**src/rtl/uart_pkg.sv**
```systemverilog
// Shared UART constants and the constant function that converts a baud rate
// into an NCO phase increment.
package uart_pkg;

  localparam int unsigned DEF_CLK_HZ = 50_000_000;
  localparam int unsigned DEF_BAUD   = 9600;
  localparam int unsigned DEF_OSR    = 16;

  // round(baud * osr * 2^acc_w / clk_hz), done in 64 bits so the shift cannot overflow
  function automatic longint unsigned calc_inc(input longint unsigned clk_hz,
                                               input longint unsigned baud,
                                               input longint unsigned osr,
                                               input int unsigned     acc_w);
    longint unsigned num;
    num = (baud * osr) << acc_w;
    return (num + (clk_hz / 2)) / clk_hz;
  endfunction

endpackage

```
**src/rtl/baud_nco.sv**
```systemverilog
// Fractional phase accumulator: adds inc every enabled cycle and turns the
// carry out of the top bit into a registered one-cycle os_tick.
module baud_nco #(
  parameter int unsigned       ACC_W   = 24,
  parameter logic [ACC_W-1:0]  DEF_INC = '0
) (
  input  logic             clk,
  input  logic             rst,
  input  logic             en_i,
  input  logic             sync_i,
  input  logic             load_i,
  input  logic [ACC_W-1:0] load_inc_i,
  output logic             carry_o,
  output logic             os_tick_o
);

  logic [ACC_W-1:0] acc_q, acc_d;
  logic [ACC_W-1:0] inc_q, inc_d;
  logic             os_tick_q, os_tick_d;
  logic [ACC_W:0]   sum;

  always_comb begin
    sum       = {1'b0, acc_q} + {1'b0, inc_q};
    carry_o   = en_i & ~sync_i & sum[ACC_W];
    os_tick_d = carry_o;
    acc_d     = acc_q;
    inc_d     = inc_q;
    // A resync parks the phase half an oversample period away from the next carry
    if (en_i) acc_d = sync_i ? {1'b1, {(ACC_W-1){1'b0}}} : sum[ACC_W-1:0];
    if (load_i) inc_d = load_inc_i;
  end

  always_ff @(posedge clk) begin
    if (rst) begin
      acc_q     <= '0;
      inc_q     <= DEF_INC;
      os_tick_q <= 1'b0;
    end else begin
      acc_q     <= acc_d;
      inc_q     <= inc_d;
      os_tick_q <= os_tick_d;
    end
  end

  assign os_tick_o = os_tick_q;

endmodule

```
**src/rtl/uart_baud_gen.sv**
```systemverilog
// UART baud generator: NCO oversample strobe, bit strobe, square baud clock and
// a one-deep rate-update handshake. Define BAUD_GEN_SYNC_EN for the sync input.
module uart_baud_gen import uart_pkg::*; #(
  parameter int unsigned CLK_HZ = DEF_CLK_HZ,
  parameter int unsigned BAUD   = DEF_BAUD,
  parameter int unsigned OSR    = DEF_OSR,
  parameter int unsigned ACC_W  = 24
) (
  input  logic                    clk,
  input  logic                    rst,
  input  logic                    en,
  input  logic                    cfg_valid,
  input  logic [ACC_W-1:0]        cfg_inc,
  output logic                    cfg_ready,
`ifdef BAUD_GEN_SYNC_EN
  input  logic                    sync,
`endif
  output logic                    os_tick,
  output logic                    bit_tick,
  output logic [$clog2(OSR)-1:0]  os_cnt,
  output logic                    baud_clk
);

  localparam int unsigned      CNT_W   = $clog2(OSR);
  localparam logic [ACC_W-1:0] DEF_INC = ACC_W'(calc_inc(64'(CLK_HZ), 64'(BAUD), 64'(OSR), ACC_W));

  logic             sync_w;
  logic             carry;
  logic             boundary;
  logic             load;
  logic [CNT_W-1:0] os_cnt_q, os_cnt_d;
  logic             bit_tick_q, bit_tick_d;
  logic             baud_clk_q, baud_clk_d;
  logic             pending_q, pending_d;
  logic [ACC_W-1:0] pend_inc_q, pend_inc_d;

`ifdef BAUD_GEN_SYNC_EN
  assign sync_w = en & sync;
`else
  assign sync_w = 1'b0;
`endif

  baud_nco #(
    .ACC_W   (ACC_W),
    .DEF_INC (DEF_INC)
  ) u_nco (
    .clk        (clk),
    .rst        (rst),
    .en_i       (en),
    .sync_i     (sync_w),
    .load_i     (load),
    .load_inc_i (pend_inc_q),
    .carry_o    (carry),
    .os_tick_o  (os_tick)
  );

  always_comb begin
    os_cnt_d   = os_cnt_q;
    bit_tick_d = 1'b0;
    boundary   = sync_w;
    if (sync_w) begin
      os_cnt_d = '0;
    end else if (carry) begin
      os_cnt_d = os_cnt_q + 1'b1;
      if (os_cnt_q == CNT_W'(OSR - 1)) begin
        bit_tick_d = 1'b1;
        boundary   = 1'b1;
      end
    end
    baud_clk_d = os_cnt_d[CNT_W-1];

    // Rate changes land only between bits, or immediately while stopped
    load       = pending_q & (~en | boundary);
    pending_d  = pending_q;
    pend_inc_d = pend_inc_q;
    if (load) begin
      pending_d = 1'b0;
    end else if (cfg_valid & ~pending_q) begin
      pending_d  = 1'b1;
      pend_inc_d = cfg_inc;
    end
  end

  always_ff @(posedge clk) begin
    if (rst) begin
      os_cnt_q   <= '0;
      bit_tick_q <= 1'b0;
      baud_clk_q <= 1'b0;
      pending_q  <= 1'b0;
    end else begin
      os_cnt_q   <= os_cnt_d;
      bit_tick_q <= bit_tick_d;
      baud_clk_q <= baud_clk_d;
      pending_q  <= pending_d;
    end
  end

  always_ff @(posedge clk) begin
    pend_inc_q <= pend_inc_d;
  end

  assign cfg_ready = ~pending_q;
  assign bit_tick  = bit_tick_q;
  assign os_cnt    = os_cnt_q;
  assign baud_clk  = baud_clk_q;

endmodule

```
**config.mk**
```make
export PLATFORM = sky130hd
export DESIGN_NAME = uart_baud_gen
export DESIGN_NICKNAME = d
export VERILOG_FILES = /design/src/rtl/uart_pkg.sv /design/src/rtl/baud_nco.sv /design/src/rtl/uart_baud_gen.sv
export SDC_FILE = /design/constraint.sdc
export NUM_CORES = 1
export LEC_CHECK = 0
export ABC_AREA = 1
export BUFFER_PORTS_ARGS = -buffer_cell sky130_fd_sc_hd__buf_2
export CAP_MARGIN = 10
export CELL_PAD_IN_SITES_DETAIL_PLACEMENT = 0
export CELL_PAD_IN_SITES_GLOBAL_PLACEMENT = 1
export CORE_MARGIN = 8
export CORE_UTILIZATION = 39
export CTS_CLUSTER_DIAMETER = 50
export DETAILED_ROUTE_END_ITERATION = 10
export GPL_TIMING_DRIVEN = 0
export PLACE_DENSITY_LB_ADDON = 0.1
export SLEW_MARGIN = 20
export SYNTH_ARGS = -nofsm -noshare
export SYNTH_HDL_FRONTEND = slang
export SYNTH_HIERARCHICAL = 1
export SYNTH_SLANG_ARGS = --single-unit
export TNS_END_PERCENT = 30
```
**constraint.sdc**
```tcl
create_clock -name clk -period 2.7 [get_ports clk]
set_clock_uncertainty 0.05 [all_clocks]
set_input_delay 0.54 -clock clk [delete_from_list [all_inputs] [get_ports clk]]
set_output_delay 0.54 -clock clk [all_outputs]
set_load 0.05 [all_outputs]
```
# Yosys cells after proc, flatten, opt, wreduce, memory -nomap -nowiden

Index checks and enable logic that the tools add are counted.

Bits of input ports: 28
Latch bits: 0
Memories kept: 0
Output and inout port bits: 8
Word-level logic and storage cells: 22
Bits in registers: 79
Bits in writable memories: 0
ROM bits: 0

Mux-type cells: 2
Reduce and logical (&&, ||, !) cells: 2
Bitwise gates (word level): 7
Eq/ne operators: 1
Multiply operators: 0
$add $sub $neg: 2
Order comparisons: 0
Shift-type cells: 0
Divide/modulo/power cells: 0

Operators with widths:

| operator                                    | count |
|---|---|
| adder 24 x 24 -> 25 bit                     | 1 |
| adder 4 x 1 -> 4 bit, second input constant | 1 |
| == test 4 bit, second input constant        | 1 |
| AND 1 bit                                   | 3 |
| NOT 1 bit                                   | 3 |
| two-way mux 1 bit                           | 2 |
| AND reduction 2 bit                         | 1 |
| OR reduction 2 bit                          | 1 |
| bitwise OR 1 bit                            | 1 |

# Depth between registers and ports, before layout

Gate-level depths: netlist of run 1.

Word-level depth: 7
Gate-level depth with buffers: 21
Mapped depth without buffers: 20

# By module

Netlist of run 1, hierarchy kept.

By module, submodules not included:

| module        | area each (µm²) | cells each | times used |
|---|---|---|---|
| baud_nco      | 3357.0          | 558        | 1 |
| uart_baud_gen | 989.7           | 60         | 1 |

# Worst setup path after synthesis of run 1

OpenSTA, ideal clock, no wires.

Path kind: register to register
Start point: reg u_nco.acc_q[0]
End point: reg u_nco.inc_q[10]
Stages on the path, launching flop included: 22
Path slack: 0.010 ns
Data required time: 2.586 ns
Period minus slack after synthesis: 2.690 ns
Arrival: 2.576 ns
Library setup time: 0.064 ns
Cell sequence: dfxtp_1 > ha_1 > fa_1 > nand3_1 > inv_2 > nor2_2 > inv_1 > nand2_1 > nand2_2 > nand2_1 > nand2_1 > nand2_1 > nand3_1 > nand2_1 > inv_1 > nand2_2 > o21ai_2 > and2_1 > inv_1 > clkbuf_1 > nor2_1 > nor2_1

Word-level cells in the longest chain between the ends: 5

RTL lines:

| item                    | RTL line            | text |
|---|---|---|
| from (decl)             | baud_nco.sv:17      | `logic [ACC_W-1:0] acc_q, acc_d;` |
| from (signal assigned)  | baud_nco.sv:35      | `acc_q <= '0;` |
| from (signal assigned)  | baud_nco.sv:39      | `acc_q <= acc_d;` |
| adder 24 x 24 -> 25 bit | baud_nco.sv:23      | `sum = {1'b0, acc_q} + {1'b0, inc_q};` |
| AND 1 bit               | baud_nco.sv:24      | `carry_o = en_i & ~sync_i & sum[ACC_W];` |
| named net carry         | uart_baud_gen.sv:28 | `logic carry;` |
| two-way mux 1 bit       | n/a                 |  |
| bitwise OR 1 bit        | uart_baud_gen.sv:73 | `load = pending_q & (~en \| boundary);` |
| AND 1 bit               | uart_baud_gen.sv:73 |  |
| named net load          | uart_baud_gen.sv:30 | `logic load;` |
| to (signal assigned)    | baud_nco.sv:40      | `inc_q <= inc_d;` |
| to (decl)               | baud_nco.sv:18      | `logic [ACC_W-1:0] inc_q, inc_d;` |

The timed path passes the listed nets, and every way through them passes these cells.
A chain may end at the register's enable or synchronous reset.

# Worst setup path in the final report of run 1

Start point: reg u_nco.inc_q[0]
End point: reg u_nco.inc_q[10]

Word-level cells in the longest chain between the ends: 5

RTL lines:

| item                    | RTL line |
|---|---|
| adder 24 x 24 -> 25 bit | baud_nco.sv:23 |
| AND 1 bit               | baud_nco.sv:24 |
| named net carry         | uart_baud_gen.sv:28 |
| two-way mux 1 bit       | n/a |
| bitwise OR 1 bit        | uart_baud_gen.sv:73 |
| AND 1 bit               | uart_baud_gen.sv:73 |
| named net load          | uart_baud_gen.sv:30 |

The timed path passes the listed nets, and every way through them passes these cells.

==> results.toml, run 1 <==
[status]
status = "completed"

[route]
drt-pass1-iter-count = 4
wl_um = 11900
vias = 3923
drtIter0Drc = 216
viasPerCell = 4.76
ant_nets = 0
remaining_drc_errors = 0
post_drt_wl_per_cell_um = 14.5

[global_routing]
grt_pass1_vias = 3860
groute.usage.overall_pct = 16.3
globalRoute.totalOverflow = 0
grt_pass1_wl_um = 18700
antenna_found_initial = 0
grt_max_degree = 15

[worst_setup_path]
r2r_end = "u_nco/inc_q[10]"
end_kind = "flop"
crit_required_ns = 2.88
rrSetupSlack_ns = 0.09
r2r_cells = 20
path_max_fanout = 8
critPathLaunchType = "flop"
timing.rr.start = "u_nco/inc_q[0]"
arrival_ns = 2.79
path_class = "reg -> reg"

[finish]
seqCellArea_um2 = 1830
fill_cells = 1130
drive_gt1_share_pct = 20.6
area_growth_pct = 23.8
nets = 733
antenna_cells = 0
multi_input_area_um2 = 2420

[timing]
worst-slew-pin-transition_ns = 0.731
rsz0062_at_grt = "yes"
final_max_slew_viol_count = 0
period_needed_ns = 2.61
setup_tns_ns = 0
max_freq_mhz = 383
setup_violations = 0
post-route-period-util_pct = 96.6
hold_viol = 0
max_slew_margin_pct = 51.3

[power_and_ir_drop]
leakage_nw = 2.52
power_mw = 2.52
peakVddDrop_v = 0.000288
power_density_nw_per_um2 = 468

[synth]
synth_top_family_by_area = "simple AND/OR/NAND/NOR gates"
synth_fa_ha_area_share_pct = 7.66
yosysUniqueCellTypes = 30
yosys.area_share.xor_xnor_pct = 0
muxShareOfSynthArea_pct = 0
synth_top_area_share_pct = 25.3
synthesis.nets = 672
ys_warn_count = 6
ys.flop_type = "dfxtp_1"
synth_compound_area_share_pct = 9.24
syn-cell-area_um2 = 4350
synthTopCellsByArea = "dfxtp_1, edfxtp_1, nand2_1"
seq_area_frac_synth_pct = 41.9
syn_avg_cell_area_um2 = 7.03
yosys_register_bits = 79
yosysTopAreaCell = "dfxtp_1"
async_flop_share_pct = 0
synth_edf_count = 24
syn_inst = 618
yosys.area_share.simple_pct = 32.4

[floorplanning]
die_width_um = 122
rows = 38
fp.dieArea_um2 = 14800
fp.dieH_um = 122
initial_utilization_pct = 40.1
core_area_um2 = 10800
pin_count = 36

[cts]
ctsLongestPathBuffers = 2
cts_buffers = 9
path_clk_slew_ns = 0.08
cts_tree = "done"
clk_latency_ns = 0.34
h-tree-depth = 3
cts-root-buf = "clkbuf_8"
clock-sinks = 79
ctsHoldBuffers = 0

[placed_design]
dp_hpwl_um = 8900
io_buffers = 35
place_congestion = 0.910

[hold_path]
hp-class = "in -> reg"
worstHoldEndpoint = "pend_inc_q[15]"
worstHoldPathCells = 1
min-delay-start = "cfg_inc[15]"

[run]
cap_violations = 0
[cells in the mapped netlist (2+ instances only)]
cell type / n
a21oi_1: 42
nor2_2: 9
and2_1: 2
buf_4: 2
nor2_1: 68
inv_1: 85
nand3_1: 39
edfxtp_1: 24
nand4_1: 5
o21ai_0: 29
nand3b_1: 5
dfxtp_1: 55
ha_1: 25
or2_2: 2
clkbuf_1: 10
a21o_1: 2
nand2_1: 192
nand2_2: 6
nor3_1: 5
[worst max-delay path by stage]
| stage | start | end | slack, ns | cells after the start |
|---|---|---|---|---|
| after CTS | u_nco/inc_q[13] | u_nco/inc_q[15] | 0.006 | 18 |
| after global routing | u_nco/inc_q[0] | u_nco/inc_q[15] | -0.05 | 21 |
| after detailed placement | u_nco/inc_q[0] | u_nco/inc_q[18] | -0.75 | 21 |
| after floorplan | u_nco/acc_q[0] | u_nco/inc_q[10] | 0.01 | 21 |
| final | u_nco/inc_q[0] | u_nco/inc_q[10] | 0.09 | 20 |
| after global placement | u_nco/inc_q[0] | u_nco/inc_q[21] | -0.76 | 21 |
[cell families after synthesis]
group | Yosys count
simple gates | 336
buf+inv | 99
flops | 79
other cells | 1
fa+ha+maj | 26
compound gates | 77
[cell usage in the layout (no fill, tap or decap), types with 6 or more instances in the layout]
| cell | n |
|---|---|
| a21oi_1 | 42 |
| buf_8 | 6 |
| edfxtp_1 | 24 |
| clkbuf_1 | 8 |
| nor2_2 | 12 |
| nor2_1 | 64 |
| ha_4 | 12 |
| dfxtp_1 | 49 |
| nand3_1 | 36 |
| buf_4 | 12 |
| clkbuf_8 | 9 |
| nand2_1 | 184 |
| ha_1 | 9 |
| nand2_2 | 11 |
| buf_2 | 36 |
| o21ai_1 | 9 |
| inv_1 | 82 |
| o21ai_0 | 15 |
| o21ai_2 | 7 |
[power breakdown]
| group | internal, mW | switching, mW |
|---|---|---|
| combinational | 0.172 | 0.249 |
| clock | 0.337 | 0.425 |
| sequential | 1.29 | 0.0477 |
[critical path, cell delays in order (launching register included)]
cell       delay [ns]
dfxtp_4          0.36
ha_4             0.17
fa_2             0.38
nand3_2          0.08
inv_2            0.06
nor2_4           0.12
inv_2            0.05
nand2_2          0.05
nand2_2          0.07
nand2_2          0.09
nand2_2          0.06
nand2_2          0.06
nand3_2          0.07
nand2_4          0.10
inv_4            0.05
nand2_4          0.06
o21ai_2          0.07
and2_4           0.20
clkbuf_16        0.18
o21ai_1          0.14
nor2_1           0.05
[cell type report]
cell class / instances / share of cell area (%)
sequential: 79 / 34.0
timing repair buffer: 50 / 6.60
clock buffer: 11 / 2.44
clock inverter: 5 / 0.628
inverter: 86 / 6.19
buffer: 13 / 1.91
multi-input combinational: 440 / 44.9
tap: 140 / 3.26
[per-layer routing]
metal	GRT usage, %	vias to the layer above	wire length, um
li1	-	2092	-
met1	21.3	1737	5690
met2	26.2	81	5460
met3	3.05	13	557
met4	6.01	0	234
met5	0	-	0
[sequential cells by signal (all words and copies together), names as in the netlist]
register and flops:
bit_tick 1, os_cnt 4, pend_inc_q 24, pending_q 1, u_nco/acc_q 24, u_nco/inc_q 24
u_nco/os_tick_o 1
[stage by stage]
step / setup WS, ns / hold WS [ns] / instances / area [um2] / utilization, %
6_report: 0.0915 / 0.320 / 824 / 5380 / 49.6
5_1_grt: -0.0490 / 0.292 / 824 / 5380 / 49.6
4_1_cts: 0.00572 / 0.303 / 812 / 4990 / 46.0
3_5_place_dp: -0.750 / 0.396 / 794 / 4710 / 43.5
3_3_place_gp: -0.761 / 0.391 / 793 / 4700 / 43.3
2_1_floorplan: 0.00963 / 0.383 / 618 / 4350 / -
[repair_timing]
item | in CTS | in global routing
buffers inserted | 1 | 9
gates resized for setup | 33 | 66
setup endpoints to repair | 24 | 24
pin swaps | 0 | 10
gates cloned | 1 | 3
No activity file was read; power rests on OpenSTA's default activity.
==> inputs of run 2 (changes only) <==
HOLD_SLACK_MARGIN = 0.02   (was not set)
MAX_ROUTING_LAYER = met4   (was not set)
==> results.toml, run 2 (synthesis gave the netlist of run 1 again) <==
[route]
met1_length_um = 5880
drt-pass1-iter-count = 5
highest_layer = "met4"
viasPerCell = 4.82
post_drt_wl_per_cell_um = 14.5
wl_met2_um = 5550
ant_nets = 0
remaining_drc_errors = 0
drtIter0Drc = 166
vias = 3971
wl_met3_um = 370
wl_um = 12000

[power_and_ir_drop]
p_sw_mw = 0.729
p_seq_share_pct = 47.8
clkPwrFrac_pct = 37.3
leakage_nw = 2.53
peakVddDrop_v = 0.000408
netSwitchingFraction_pct = 26.0
p_int_mw = 2.07
power_density_nw_per_um2 = 512
comb_power_share_pct = 14.9

[placed_design]
dp_hpwl_um = 9030
place_congestion = 0.894
placed_area_um2 = 4710
io_buffers = 35

[floorplanning]
fp.dieArea_um2 = 14800
rows = 38
initial_utilization_pct = 40.1
die_width_um = 122
fp.dieH_um = 122
core_area_um2 = 10800
pin_count = 36

[cts]
clock-sinks = 79
cts_buffers = 9
ctsHoldBuffers = 0
clk_latency_ns = 0.34
cts-root-buf = "clkbuf_8"
path_clk_slew_ns = 0.08
h-tree-depth = 3
cts_tree = "done"
ctsLongestPathBuffers = 2

[global_routing]
globalRoute.totalOverflow = 0
grt_pass1_vias = 3922
grt_pass1_wl_um = 19100
antenna_found_initial = 0
grt_max_degree = 14
groute.usage.overall_pct = 16.9

[worst_setup_path]
arrival_ns = 2.76
critPathLaunchType = "flop"
path_max_fanout = 8
path_class = "reg -> reg"
timing.rr.start = "u_nco/inc_q[0]"
rrSetupSlack_ns = 0.09
end_kind = "flop"
crit_required_ns = 2.86
r2r_cells = 21
r2r_end = "u_nco/inc_q[14]"

[hold_path]
worstHoldEndpoint = "pend_inc_q[2]"
worstHoldPathCells = 1
min-delay-start = "cfg_inc[2]"
hp-class = "in -> reg"

[timing]
hold_viol = 0
post-route-period-util_pct = 96.5
setup_violations = 0
rsz0062_at_grt = "yes"
setup_tns_ns = 0
final_max_slew_viol_count = 0
period_needed_ns = 2.61
max_slew_margin_pct = 55.2
max_freq_mhz = 384
worst-slew-pin-transition_ns = 0.672

[run]
cap_violations = 0

[finish]
fill_cells = 1110
area_growth_pct = 25.8
nets = 734
drive_gt1_share_pct = 22.8
layout_commonest_cell = "nand2_1"
final_util_pct = 50.4
design_area_um2 = 5470
largest_registers = "pend_inc_q: 24 flops, u_nco/acc_q: 24 flops, u_nco/inc_q: 24 flops"
final_cell_mix = "nand2_1, inv_1, nor2_1, dfxtp_1, a21oi_1"
antenna_cells = 0

[status]
status = "completed"
run 2: cell types whose count changed in the layout (fill, tap and decap cells not counted), moves of 2 or more:
cell and delta:
ha_4 -2, bufinv_16 +3, inv_6 -2, buf_4 +2
nor2_4 +4, nand2_1 -3, buf_8 -3, nand2_2 +4
clkinv_4 +2, nor2_2 +5, nor2_1 -9, ha_2 +2
buf_6 +2
run 2: power groups by stage:
stage | registers (mW) | clock network, mW | logic (mW)
after floorplan | 1.34 | 0 | 0.242
after global placement | 1.35 | 0 | 0.341
after detailed placement | 1.35 | 0 | 0.347
after CTS | 1.33 | 1.08 | 0.368
after global routing | 1.34 | 1.13 | 0.468
final | 1.34 | 1.04 | 0.418
run 2: per-stage QoR:
step,hold WS [ns],instances,power [mW],setup WS (ns)
detailed placement,0.393,794,1.70,-0.827
CTS,0.286,811,2.77,0.00424
global route,0.281,824,2.94,-0.0675
floorplan,0.383,618,1.58,0.00963
finish,0.314,824,2.80,0.0944
global placement,0.390,793,1.69,-0.844
run 2: worst max-delay path by stage:
stage,end,slack [ns],start,depth (start not counted)
global placement,u_nco/inc_q[16],-0.84,u_nco/acc_q[0],21
detailed placement,u_nco/inc_q[4],-0.83,u_nco/acc_q[0],21
floorplan,u_nco/inc_q[10],0.01,u_nco/acc_q[0],21
finish,u_nco/inc_q[14],0.09,u_nco/inc_q[0],21
CTS,u_nco/inc_q[10],0.004,u_nco/acc_q[0],20
global route,u_nco/inc_q[22],-0.07,u_nco/inc_q[0],21
run 2: area by class of cell:
| cell class | count | area (um2) | share of cell area, % |
|---|---|---|---|
| buffer | 13 | 123 | 2.24 |
| clock buffer | 10 | 128 | 2.33 |
| clock inverter | 5 | 108 | 1.97 |
| inverter | 86 | 333 | 6.09 |
| multi-input combinational | 440 | 2450 | 44.7 |
| sequential | 79 | 1830 | 33.4 |
| tap | 140 | 175 | 3.20 |
| timing repair buffer | 51 | 328 | 6.00 |
run 2: what timing repair did:
action	4_1_cts	5_1_grt
endpoints found under the setup margin	24	24
gates cloned	0	3
gates resized for setup	51	57
setup buffers	2	10
pin swaps	3	12
endpoints found under the hold margin	0	0
run 2: worst max-delay path, cell delays in order (launching register included):
cell,delay (ns)
dfxtp_2,0.37
ha_4,0.15
fa_2,0.22
nand3_2,0.09
inv_2,0.10
nor2_4,0.05
inv_2,0.06
nand2_2,0.04
nand2_2,0.09
nand2_2,0.07
nand2_2,0.08
nand2_2,0.06
nand3_2,0.08
nand2_2,0.08
inv_4,0.08
nand2_4,0.06
o21ai_4,0.13
and2_4,0.27
inv_8,0.07
clkbuf_16,0.17
nand2_2,0.06
nand3_2,0.05
run 2: metal layers:
metal | track usage, % | vias to the layer above
met4 | 5.78 | 0
met5 | - | -
met3 | 2.82 | 12
met1 | 21.3 | 1798
met2 | 27.0 | 68
li1 | - | 2093
==> inputs of run 3 (changes only) <==
PLACE_DENSITY_LB_ADDON = 0.3   (was 0.1)
==> results.toml, run 3 (synthesis gave the netlist of run 1 again) <==
[worst_setup_path]
cp_slowest_stage_delay_ns = 0.36
path_cells = "ha_4, fa_2, nand3_2, inv_2, nor2_4, inv_2, nand2_2, nand2_2, nand2_2, nand2_2, nand2_2, nand3_2, nand2_2, inv_2, nand2_4, o21ai_2, and2_4, inv_8, clkbuf_16, nor2_2, nor2_1"
r2r_end = "u_nco/inc_q[12]"
critPathLaunchType = "flop"
end_kind = "flop"
timing.rr.start = "u_nco/acc_q[0]"
path_max_fanout = 8
rrSetupSlack_ns = 0.10
arrival_ns = 2.78
r2r_cells = 21
crit_path_frequent_cell = "nand2_2"
path_class = "reg -> reg"
cp_slowest_cell = "dfxtp_2"
crit_required_ns = 2.89

[power_and_ir_drop]
power_density_nw_per_um2 = 508
clkPwrFrac_pct = 37.1
p_int_mw = 2.09
p_sw_mw = 0.727
netSwitchingFraction_pct = 25.9
p_seq_share_pct = 47.7
comb_power_share_pct = 15.2
leakage_nw = 2.53
peakVddDrop_v = 0.000413

[route]
wl_met3_um = 461
wl_met2_um = 5660
post_drt_wl_per_cell_um = 14.2
ant_nets = 0
drtIter0Drc = 218
highest_layer = "met4"
remaining_drc_errors = 0
drt-pass1-iter-count = 5
viasPerCell = 4.86
met1_length_um = 5450
wl_um = 11700
vias = 4003

[global_routing]
antenna_found_initial = 0
globalRoute.totalOverflow = 0
grt_pass1_wl_um = 18100
groute.usage.overall_pct = 16.1
grt_pass1_vias = 3755
grt_max_degree = 16

[floorplanning]
initial_utilization_pct = 40.1
pin_count = 36
rows = 38
die_width_um = 122
fp.dieArea_um2 = 14800
fp.dieH_um = 122
core_area_um2 = 10800

[timing]
setup_tns_ns = 0
rsz0062_at_grt = "yes"
max_freq_mhz = 385
period_needed_ns = 2.60
hold_viol = 0
setup_violations = 0
post-route-period-util_pct = 96.2
worst_slack_ns = 0.102
worst-slew-pin-transition_ns = 0.611
final_max_slew_viol_count = 0
max_slew_margin_pct = 59.2
holdWs_ns = 0.320

[placed_design]
place_ws_ns = -0.694
place_congestion = 0.928
io_buffers = 35
dp_hpwl_um = 8820
placed_area_um2 = 4710

[hold_path]
min-delay-start = "cfg_inc[22]"
hp-class = "in -> reg"
worstHoldEndpoint = "pend_inc_q[22]"
worstHoldPathCells = 1

[cts]
cts_buffers = 9
cts_tree = "done"
h-tree-depth = 3
clk_latency_ns = 0.35
clock-sinks = 79
ctsLongestPathBuffers = 2
cts-root-buf = "clkbuf_8"
path_clk_slew_ns = 0.08

[finish]
largest_registers = "pend_inc_q: 24 flops, u_nco/acc_q: 24 flops, u_nco/inc_q: 24 flops"
antenna_cells = 0
nets = 733
area_growth_pct = 27.3
drive_gt1_share_pct = 24.3
layout_commonest_cell = "nand2_1"
design_area_um2 = 5540
final_cell_mix = "nand2_1, inv_1, nor2_1, dfxtp_1, a21oi_1"
final_util_pct = 51.1

[status]
status = "completed"

[run]
cap_violations = 0
## run 3: changes by cell type in the layout (fill, tap and decap cells not counted), sizes merged
cell  change
buf       -1
## run 3: area by class of cell
type	count	area [um2]
multi-input combinational	440	2510
fill	1051	5310
tap	140	175
timing repair buffer	50	348
sequential	79	1840
clock inverter	5	108
buffer	13	103
inverter	86	330
clock buffer	10	128
## run 3: how the worst max path moves through the flow
stage	from	to	cells after the start
3_3_place_gp	u_nco/acc_q[0]	u_nco/inc_q[17]	21
6_report	u_nco/acc_q[0]	u_nco/inc_q[12]	21
3_5_place_dp	u_nco/acc_q[0]	u_nco/inc_q[21]	21
2_1_floorplan	u_nco/acc_q[0]	u_nco/inc_q[10]	21
4_1_cts	u_nco/inc_q[0]	u_nco/inc_q[18]	20
5_1_grt	u_nco/inc_q[19]	u_nco/inc_q[12]	16
## run 3: routing by layer
| metal | vias up | track usage (%) |
|---|---|---|
| li1 | 2095 | - |
| met1 | 1823 | 20.4 |
| met2 | 81 | 26.1 |
| met3 | 4 | 2.22 |
| met4 | 0 | 4.93 |
| met5 | - | - |
## run 3: metrics by stage
| stage | std cells | power (mW) |
|---|---|---|
| 2_1_floorplan | 618 | 1.58 |
| 3_3_place_gp | 793 | 1.68 |
| 6_report | 823 | 2.81 |
| 3_5_place_dp | 794 | 1.69 |
| 5_1_grt | 823 | 2.95 |
| 4_1_cts | 811 | 2.75 |
## run 3: critical path, delay by kind of cell, from the launching register on
family / cells / cell delay, ns
buf+inv: 5 / 0.45
flops: 1 / 0.36
compound gates: 1 / 0.16
fa+ha+maj: 2 / 0.35
simple gates: 13 / 1.08
## run 3: power groups by stage
| stage | logic, mW | clock network (mW) | registers, mW |
|---|---|---|---|
| floorplan | 0.242 | 0 | 1.34 |
| global placement | 0.335 | 0 | 1.35 |
| detailed placement | 0.342 | 0 | 1.35 |
| CTS | 0.356 | 1.07 | 1.32 |
| global route | 0.480 | 1.12 | 1.35 |
| finish | 0.428 | 1.04 | 1.34 |
## run 3: timing repair
action,CTS,global route
setup endpoints to repair,24,24
hold buffers,0,0
resized for setup,35,82
cloned,0,3
buffers inserted,2,9
pin swaps,3,10
